===== src/rtl/pm_pkg.sv =====
// Shared types for the memory-bridge power controller: channel power state
// encoding and elaboration helpers for parameter sanity checks.
package pm_pkg;

    typedef enum logic [1:0] {
        PM_ACTIVE       = 2'd0,
        PM_POWER_DOWN   = 2'd1,
        PM_SELF_REFRESH = 2'd2,
        PM_EXIT         = 2'd3
    } pm_state_e;

    localparam logic [1:0] PM_ENC_ACTIVE       = 2'd0;
    localparam logic [1:0] PM_ENC_POWER_DOWN   = 2'd1;
    localparam logic [1:0] PM_ENC_SELF_REFRESH = 2'd2;
    localparam logic [1:0] PM_ENC_EXIT         = 2'd3;

    function automatic int unsigned max_cycles(input int unsigned a, input int unsigned b,
                                               input int unsigned c, input int unsigned d);
        int unsigned m;
        m = a;
        if (b > m) m = b;
        if (c > m) m = c;
        if (d > m) m = d;
        return m;
    endfunction

    // True when value is representable in an unsigned field of the given width.
    function automatic bit fits_width(input int unsigned value, input int unsigned width);
        longint unsigned limit;
        if (width >= 32) return 1'b1;
        limit = (longint'(1) << width) - 1;
        return (longint'(value) <= limit);
    endfunction

endpackage


===== src/rtl/pm_channel_fsm.sv =====
// One memory channel's power FSM: idle counting, power-down/self-refresh
// entry and timed wake-up. Effective power-down threshold comes from the top.
module pm_channel_fsm
    import pm_pkg::*;
#(
    parameter int unsigned CNT_W          = 16,
    parameter int unsigned SR_IDLE_CYCLES = 64,
    parameter int unsigned PD_EXIT_CYCLES = 4,
    parameter int unsigned SR_EXIT_CYCLES = 12
) (
    input  logic             sys_clk,
    input  logic             sys_rst_n,
    input  logic             cmd_valid,
    input  logic             pd_enable,
    input  logic             sr_enable,
    input  logic [CNT_W-1:0] pd_thr,
    output logic             cmd_ready,
    output logic [1:0]       state,
    output logic             pd_ready
);

    localparam logic [CNT_W-1:0] CNT_ONE     = CNT_W'(1);
    localparam logic [CNT_W-1:0] SR_IDLE_THR = CNT_W'(SR_IDLE_CYCLES);
    localparam logic [CNT_W-1:0] PD_EXIT_CNT = CNT_W'(PD_EXIT_CYCLES);
    localparam logic [CNT_W-1:0] SR_EXIT_CNT = CNT_W'(SR_EXIT_CYCLES);

    pm_state_e        state_reg, state_next;
    logic [CNT_W-1:0] cnt_reg, cnt_next;
    logic             pd_ready_reg, pd_ready_next;

    always_ff @(posedge sys_clk or negedge sys_rst_n) begin
        if (!sys_rst_n) begin
            state_reg    <= PM_ACTIVE;
            cnt_reg      <= '0;
            pd_ready_reg <= 1'b0;
        end else begin
            state_reg    <= state_next;
            cnt_reg      <= cnt_next;
            pd_ready_reg <= pd_ready_next;
        end
    end

    always_comb begin
        state_next    = state_reg;
        cnt_next      = cnt_reg;
        pd_ready_next = pd_ready_reg;
        unique case (state_reg)
            PM_ACTIVE: begin
                // A pending command always beats threshold and entry.
                if (cmd_valid) begin
                    cnt_next      = '0;
                    pd_ready_next = 1'b0;
                end else if (pd_enable && pd_ready_reg) begin
                    state_next    = PM_POWER_DOWN;
                    cnt_next      = '0;
                    pd_ready_next = 1'b0;
                end else begin
                    cnt_next      = (cnt_reg >= pd_thr) ? cnt_reg : cnt_reg + CNT_ONE;
                    pd_ready_next = (cnt_next >= pd_thr);
                end
            end
            PM_POWER_DOWN: begin
                if (cmd_valid) begin
                    state_next = PM_EXIT;
                    cnt_next   = PD_EXIT_CNT;
                end else begin
                    cnt_next = (cnt_reg >= SR_IDLE_THR) ? cnt_reg : cnt_reg + CNT_ONE;
                    if (sr_enable && (cnt_next >= SR_IDLE_THR)) begin
                        state_next = PM_SELF_REFRESH;
                        cnt_next   = '0;
                    end
                end
            end
            PM_SELF_REFRESH: begin
                if (cmd_valid) begin
                    state_next = PM_EXIT;
                    cnt_next   = SR_EXIT_CNT;
                end
            end
            PM_EXIT: begin
                // Leaving on the decrement to zero gives N+1 cycles to cmd_ready.
                if (cnt_reg <= CNT_ONE) begin
                    state_next    = PM_ACTIVE;
                    cnt_next      = '0;
                    pd_ready_next = 1'b0;
                end else begin
                    cnt_next = cnt_reg - CNT_ONE;
                end
            end
        endcase
    end

    assign cmd_ready = (state_reg == PM_ACTIVE);
    assign state     = state_reg;
    assign pd_ready  = pd_ready_reg;

endmodule


===== src/rtl/pm_multichannel_ctrl.sv =====
// Multichannel power-management controller: thermal hysteresis flag shared by
// NUM_CH independent channel FSMs whose states are packed onto power_state.
module pm_multichannel_ctrl
    import pm_pkg::*;
#(
    parameter int unsigned NUM_CH         = 2,
    parameter int unsigned CNT_W          = 16,
    parameter int unsigned PD_IDLE_CYCLES = 16,
    parameter int unsigned SR_IDLE_CYCLES = 64,
    parameter int unsigned PD_EXIT_CYCLES = 4,
    parameter int unsigned SR_EXIT_CYCLES = 12,
    parameter int unsigned TEMP_W         = 8,
    parameter int unsigned TEMP_HI        = 70,
    parameter int unsigned TEMP_LO        = 65
) (
    input  logic                  sys_clk,
    input  logic                  sys_rst_n,
    input  logic [NUM_CH-1:0]     cmd_valid,
    output logic [NUM_CH-1:0]     cmd_ready,
    input  logic                  pd_enable,
    input  logic                  sr_enable,
    input  logic [TEMP_W-1:0]     temperature,
    output logic [2*NUM_CH-1:0]   power_state,
    output logic [NUM_CH-1:0]     pd_ready,
    output logic                  low_power_mode
);

    localparam int unsigned      PD_IDLE_LP   = ((PD_IDLE_CYCLES >> 2) == 0) ? 1 : (PD_IDLE_CYCLES >> 2);
    localparam logic [CNT_W-1:0] PD_THR_NORM  = CNT_W'(PD_IDLE_CYCLES);
    localparam logic [CNT_W-1:0] PD_THR_LP    = CNT_W'(PD_IDLE_LP);
    localparam logic [TEMP_W-1:0] TEMP_HI_T   = TEMP_W'(TEMP_HI);
    localparam logic [TEMP_W-1:0] TEMP_LO_T   = TEMP_W'(TEMP_LO);

    generate
        if (!fits_width(max_cycles(PD_IDLE_CYCLES, SR_IDLE_CYCLES, PD_EXIT_CYCLES, SR_EXIT_CYCLES), CNT_W)) begin : g_cnt_w_bad
            $error("CNT_W too narrow for the configured cycle counts");
        end
        if (TEMP_LO > TEMP_HI) begin : g_temp_bad
            $error("TEMP_LO must not exceed TEMP_HI");
        end
        if (NUM_CH < 1 || NUM_CH > 8) begin : g_num_ch_bad
            $error("NUM_CH must be within 1..8");
        end
    endgenerate

    logic             low_power_mode_reg, low_power_mode_next;
    logic [CNT_W-1:0] pd_thr;

    // Hysteresis: set at or above HI, clear below LO, hold in between.
    always_comb begin
        low_power_mode_next = low_power_mode_reg;
        if (temperature >= TEMP_HI_T) begin
            low_power_mode_next = 1'b1;
        end else if (temperature < TEMP_LO_T) begin
            low_power_mode_next = 1'b0;
        end
    end

    always_ff @(posedge sys_clk or negedge sys_rst_n) begin
        if (!sys_rst_n) begin
            low_power_mode_reg <= 1'b0;
        end else begin
            low_power_mode_reg <= low_power_mode_next;
        end
    end

    assign pd_thr         = low_power_mode_reg ? PD_THR_LP : PD_THR_NORM;
    assign low_power_mode = low_power_mode_reg;

    generate
        for (genvar gi = 0; gi < NUM_CH; gi++) begin : g_ch
            pm_channel_fsm #(
                .CNT_W          (CNT_W),
                .SR_IDLE_CYCLES (SR_IDLE_CYCLES),
                .PD_EXIT_CYCLES (PD_EXIT_CYCLES),
                .SR_EXIT_CYCLES (SR_EXIT_CYCLES)
            ) u_ch (
                .sys_clk   (sys_clk),
                .sys_rst_n (sys_rst_n),
                .cmd_valid (cmd_valid[gi]),
                .pd_enable (pd_enable),
                .sr_enable (sr_enable),
                .pd_thr    (pd_thr),
                .cmd_ready (cmd_ready[gi]),
                .state     (power_state[2*gi +: 2]),
                .pd_ready  (pd_ready[gi])
            );
        end
    endgenerate

endmodule


===== config.mk =====
export PLATFORM = sky130hd
export DESIGN_NAME = pm_multichannel_ctrl
export DESIGN_NICKNAME = d
export VERILOG_FILES = /design/src/rtl/pm_pkg.sv /design/src/rtl/pm_channel_fsm.sv /design/src/rtl/pm_multichannel_ctrl.sv
export SDC_FILE = /design/constraint.sdc
export NUM_CORES = 1
export LEC_CHECK = 0
export CORE_UTILIZATION = 60
export CTS_CLUSTER_SIZE = 28
export DETAILED_ROUTE_END_ITERATION = 8
export DONT_BUFFER_PORTS = 1
export PLACE_DENSITY_LB_ADDON = 0.2
export SLEW_MARGIN = 20
export SYNTH_ARGS = -nofsm -noshare
export SYNTH_HDL_FRONTEND = slang
export SYNTH_SLANG_ARGS = --single-unit

===== constraint.sdc =====
create_clock -name sys_clk -period 6.2 [get_ports sys_clk]
set_input_delay 0.31 -clock sys_clk [delete_from_list [all_inputs] [get_ports sys_clk]]
set_output_delay 0.31 -clock sys_clk [all_outputs]
set_load 0.005 [all_outputs]

==> run metrics <==
status=complete, no violations; Area growth syn-to-layout=2.941%; maximum number of buffers from clock root to sink=2; worst skew pair latency=300 ps; mean instance size in the synthesized netlist=7.864 um^2; clock slew at the register clock pins of the worst setup and hold paths=90 ps; iteration-0 DRC count of the detailed router=278; CP endpoint kind=register; crit-path max FO=10; final critical delay including setup and external delays=3238 ps; fmax=308.8 MHz; kind of start point of the critical path=register; maxcap violations=0; post-synthesis cell area=0.003531 mm^2; global-route usage over all layers=32.48%; number of gates resized after CTS=0; DIE HEIGHT=78.71 um; share of async-settable or async-resettable flops after synthesis=100.0%; combined buffer and inverter count along the critical path=1; Inserted Clock Buffers=5; vias in the first global route=3289; Max-Slew Margin vs Limit=42.21%; number of nets in the synthesized netlist=487; Synth cell types=68; remaining global-route overflow=0; Tightest Pin Transition=863.1 ps; total negative slack=0 ps; first-pass GRT wire length=15800 um; number of flip-flops under the largest register name=32; worst-path cell with the longest stage delay=sky130_fd_sc_hd__a31oi_1; clock tree from TritonCTS=built; Top Family by Delay on Critical Path=compound AO/OA/AOI/OAI gates; vias after detailed routing=3499; DRC viols=0; leading cell types in the layout, fill and taps excluded=50 x sky130_fd_sc_hd__o21ai_0, 48 x sky130_fd_sc_hd__nor2_1, 40 x sky130_fd_sc_hd__nand2_1; antenna violations before repair=0; first-pass iteration count of the detailed router=7; Antenna Nets Post-Route=0; maximum number of pins on one net before global-route repair=40; Synth Warn #=0; final setup violation count=0; number of enable flip-flop cells after synthesis=0; HPWL Detailed=6663 um; pre-CTS setup slack=3031 ps; delay of the slowest critical-path stage=610 ps; register-to-register setup slack=2960 ps; floorplan die area=0.006195 mm^2; Setup Crit Path Kind=reg2reg; final critical-path share of the clock period=52.23%; IO Port Bufs=0; cells along the critical path=inv_1, ha_1, nand2_1, a31oi_1, nor4_1, xnor2_1, ha_1, nand3b_1, nand3_1, nor4_1, o31ai_1, a21oi_1, o31ai_1; WL final=9210 um; Final Skew=5.725 ps; number of vias per cell after detailed routing=6.874; Seq/Total Area, Yosys=27.64%; Hold/Removal Path Class=in2reg; top flip-flop cell by instance count after synthesis=sky130_fd_sc_hd__dfrtp_1; utilization after layout=65.21%; most common cell after layout, fill and taps aside=sky130_fd_sc_hd__o21ai_0; share of post-route cells with drive strength above 1=7.094%; diodes inserted=0; number of H-tree branching levels=2; IO Count=23; final routed wire length divided by cell count=18.09 um; Final GP Congestion=0.9244; Required @ worst endpoint=6380 ps; unrepaired setup endpoints after global routing=false; max-slew violation count=0; initial core utilization=63.34%; Clock Sink Count=39; horizontal die dimension=78.71 um; cells after synthesis=449; smallest setup slack after layout=2962 ps; Core Area=0.005574 mm^2; Hold Fails Final Rpt=0; flop and latch count out of synthesis=39; nets=474; Clock Tree Root=sky130_fd_sc_hd__clkbuf_8; arrival time of the worst setup path=3420 ps; Rows=27
-- repair_timing --
item / CTS / global route
hold endpoints to repair: 39 / 0
endpoints found under the setup margin: 0 / 0
buffers inserted: 0 / 0
hold buffers: 2 / 0
-- worst register-to-register path: stages, from the launching register on --
cell	delay (ps)
sky130_fd_sc_hd__dfrtp_1	560
sky130_fd_sc_hd__inv_1	140
sky130_fd_sc_hd__ha_1	300
sky130_fd_sc_hd__nand2_1	50
sky130_fd_sc_hd__a31oi_1	610
sky130_fd_sc_hd__nor4_1	180
sky130_fd_sc_hd__xnor2_1	180
sky130_fd_sc_hd__ha_1	300
sky130_fd_sc_hd__nand3b_1	110
sky130_fd_sc_hd__nand3_1	80
sky130_fd_sc_hd__nor4_1	240
sky130_fd_sc_hd__o31ai_1	120
sky130_fd_sc_hd__a21oi_1	170
sky130_fd_sc_hd__o31ai_1	80
-- stage by stage --
stage	hold WS (ps)	instance area, um^2	std cells
floorplan	14.41	3531	449
global placement	15.14	3512	499
CTS	96.31	3635	509
finish	107.6	3635	509
global route	102.0	3635	509
detailed placement	15.27	3512	499
-- final cells by class --
cell class / count / area [um^2]
timing repair buffer: 2 / 30.03
sequential: 39 / 975.9
clock buffer: 5 / 68.82
clock inverter: 3 / 23.77
multi-input combinational: 367 / 2367
inverter: 21 / 78.83
fill: 484 / 1939
tap: 72 / 90.09
-- path summary, 6_finish.rpt --
path                                               start                       end  depth (start not counted)
worst max-delay path             g_ch[1].u_ch.cnt_reg[2]     g_ch[1].u_ch.pd_ready                         13
worst min register to register  g_ch[1].u_ch.cnt_reg[15]  g_ch[1].u_ch.cnt_reg[15]                          1
worst min-delay path                      temperature[7]            low_power_mode                          1
max in group asynchronous                      sys_rst_n  g_ch[0].u_ch.cnt_reg[11]                          2
worst max register to register   g_ch[1].u_ch.cnt_reg[2]     g_ch[1].u_ch.pd_ready                         13
min in group asynchronous                      sys_rst_n   g_ch[1].u_ch.cnt_reg[2]                          2
-- cells by family (layout without fill, tap and decap cells) --
kind of cell / Yosys count / after routing / synth area share, %
DFF: 39 / 39 / 27.64
and+or+nand+nor: 186 / 186 / 28.46
adders and majority gates: 24 / 24 / 8.505
xor gates and xnor gates: 8 / 8 / 1.984
buffers and inverters: 43 / 31 / 5.315
muxes: 5 / 5 / 1.488
AOI/OAI and AO/OA: 144 / 144 / 26.61
-- synthesized netlist by cell type, types with 3 or more instances --
cell | count | area [um^2]
sky130_fd_sc_hd__nand3_1 | 20 | 100.1
sky130_fd_sc_hd__o41ai_1 | 4 | 35.03
sky130_fd_sc_hd__ha_1 | 24 | 300.3
sky130_fd_sc_hd__nor3_1 | 21 | 105.1
sky130_fd_sc_hd__a211oi_1 | 4 | 30.03
sky130_fd_sc_hd__nor4_4 | 4 | 85.08
sky130_fd_sc_hd__nor4_1 | 10 | 62.56
sky130_fd_sc_hd__nand3b_1 | 3 | 22.52
sky130_fd_sc_hd__nor2_1 | 48 | 180.2
sky130_fd_sc_hd__nand4_1 | 3 | 18.77
sky130_fd_sc_hd__a21o_1 | 4 | 30.03
sky130_fd_sc_hd__o221ai_1 | 3 | 26.28
sky130_fd_sc_hd__nand2_1 | 40 | 150.1
sky130_fd_sc_hd__buf_2 | 9 | 45.04
sky130_fd_sc_hd__o22ai_1 | 4 | 25.02
sky130_fd_sc_hd__and3_1 | 6 | 37.54
sky130_fd_sc_hd__o21bai_1 | 3 | 22.52
sky130_fd_sc_hd__clkbuf_1 | 9 | 33.78
sky130_fd_sc_hd__o211ai_1 | 6 | 45.04
sky130_fd_sc_hd__buf_4 | 4 | 30.03
sky130_fd_sc_hd__a31oi_1 | 7 | 43.79
sky130_fd_sc_hd__o21ai_0 | 50 | 250.2
sky130_fd_sc_hd__or4_1 | 4 | 30.03
sky130_fd_sc_hd__or2_2 | 4 | 25.02
sky130_fd_sc_hd__dfrtp_1 | 39 | 975.9
sky130_fd_sc_hd__nor3_2 | 3 | 30.03
sky130_fd_sc_hd__nand2b_1 | 4 | 25.02
sky130_fd_sc_hd__or3_1 | 3 | 18.77
sky130_fd_sc_hd__a21oi_1 | 22 | 110.1
sky130_fd_sc_hd__o31ai_1 | 8 | 60.06
sky130_fd_sc_hd__mux2i_1 | 3 | 30.03
sky130_fd_sc_hd__xnor2_1 | 7 | 61.31
sky130_fd_sc_hd__nor2b_1 | 4 | 25.02
sky130_fd_sc_hd__inv_1 | 20 | 75.07
-- layer usage --
metal	global-route usage [%]	up-vias	wire, um
li1	-	1648	-
met1	41.38	1645	3851
met2	53.57	172	4417
met3	5.172	34	631
met4	15.74	0	309
met5	0	-	0
Power is left out: the tool's default activity adds up to more than one toggle a clock period on the data nets, which glitch-free logic cannot reach.
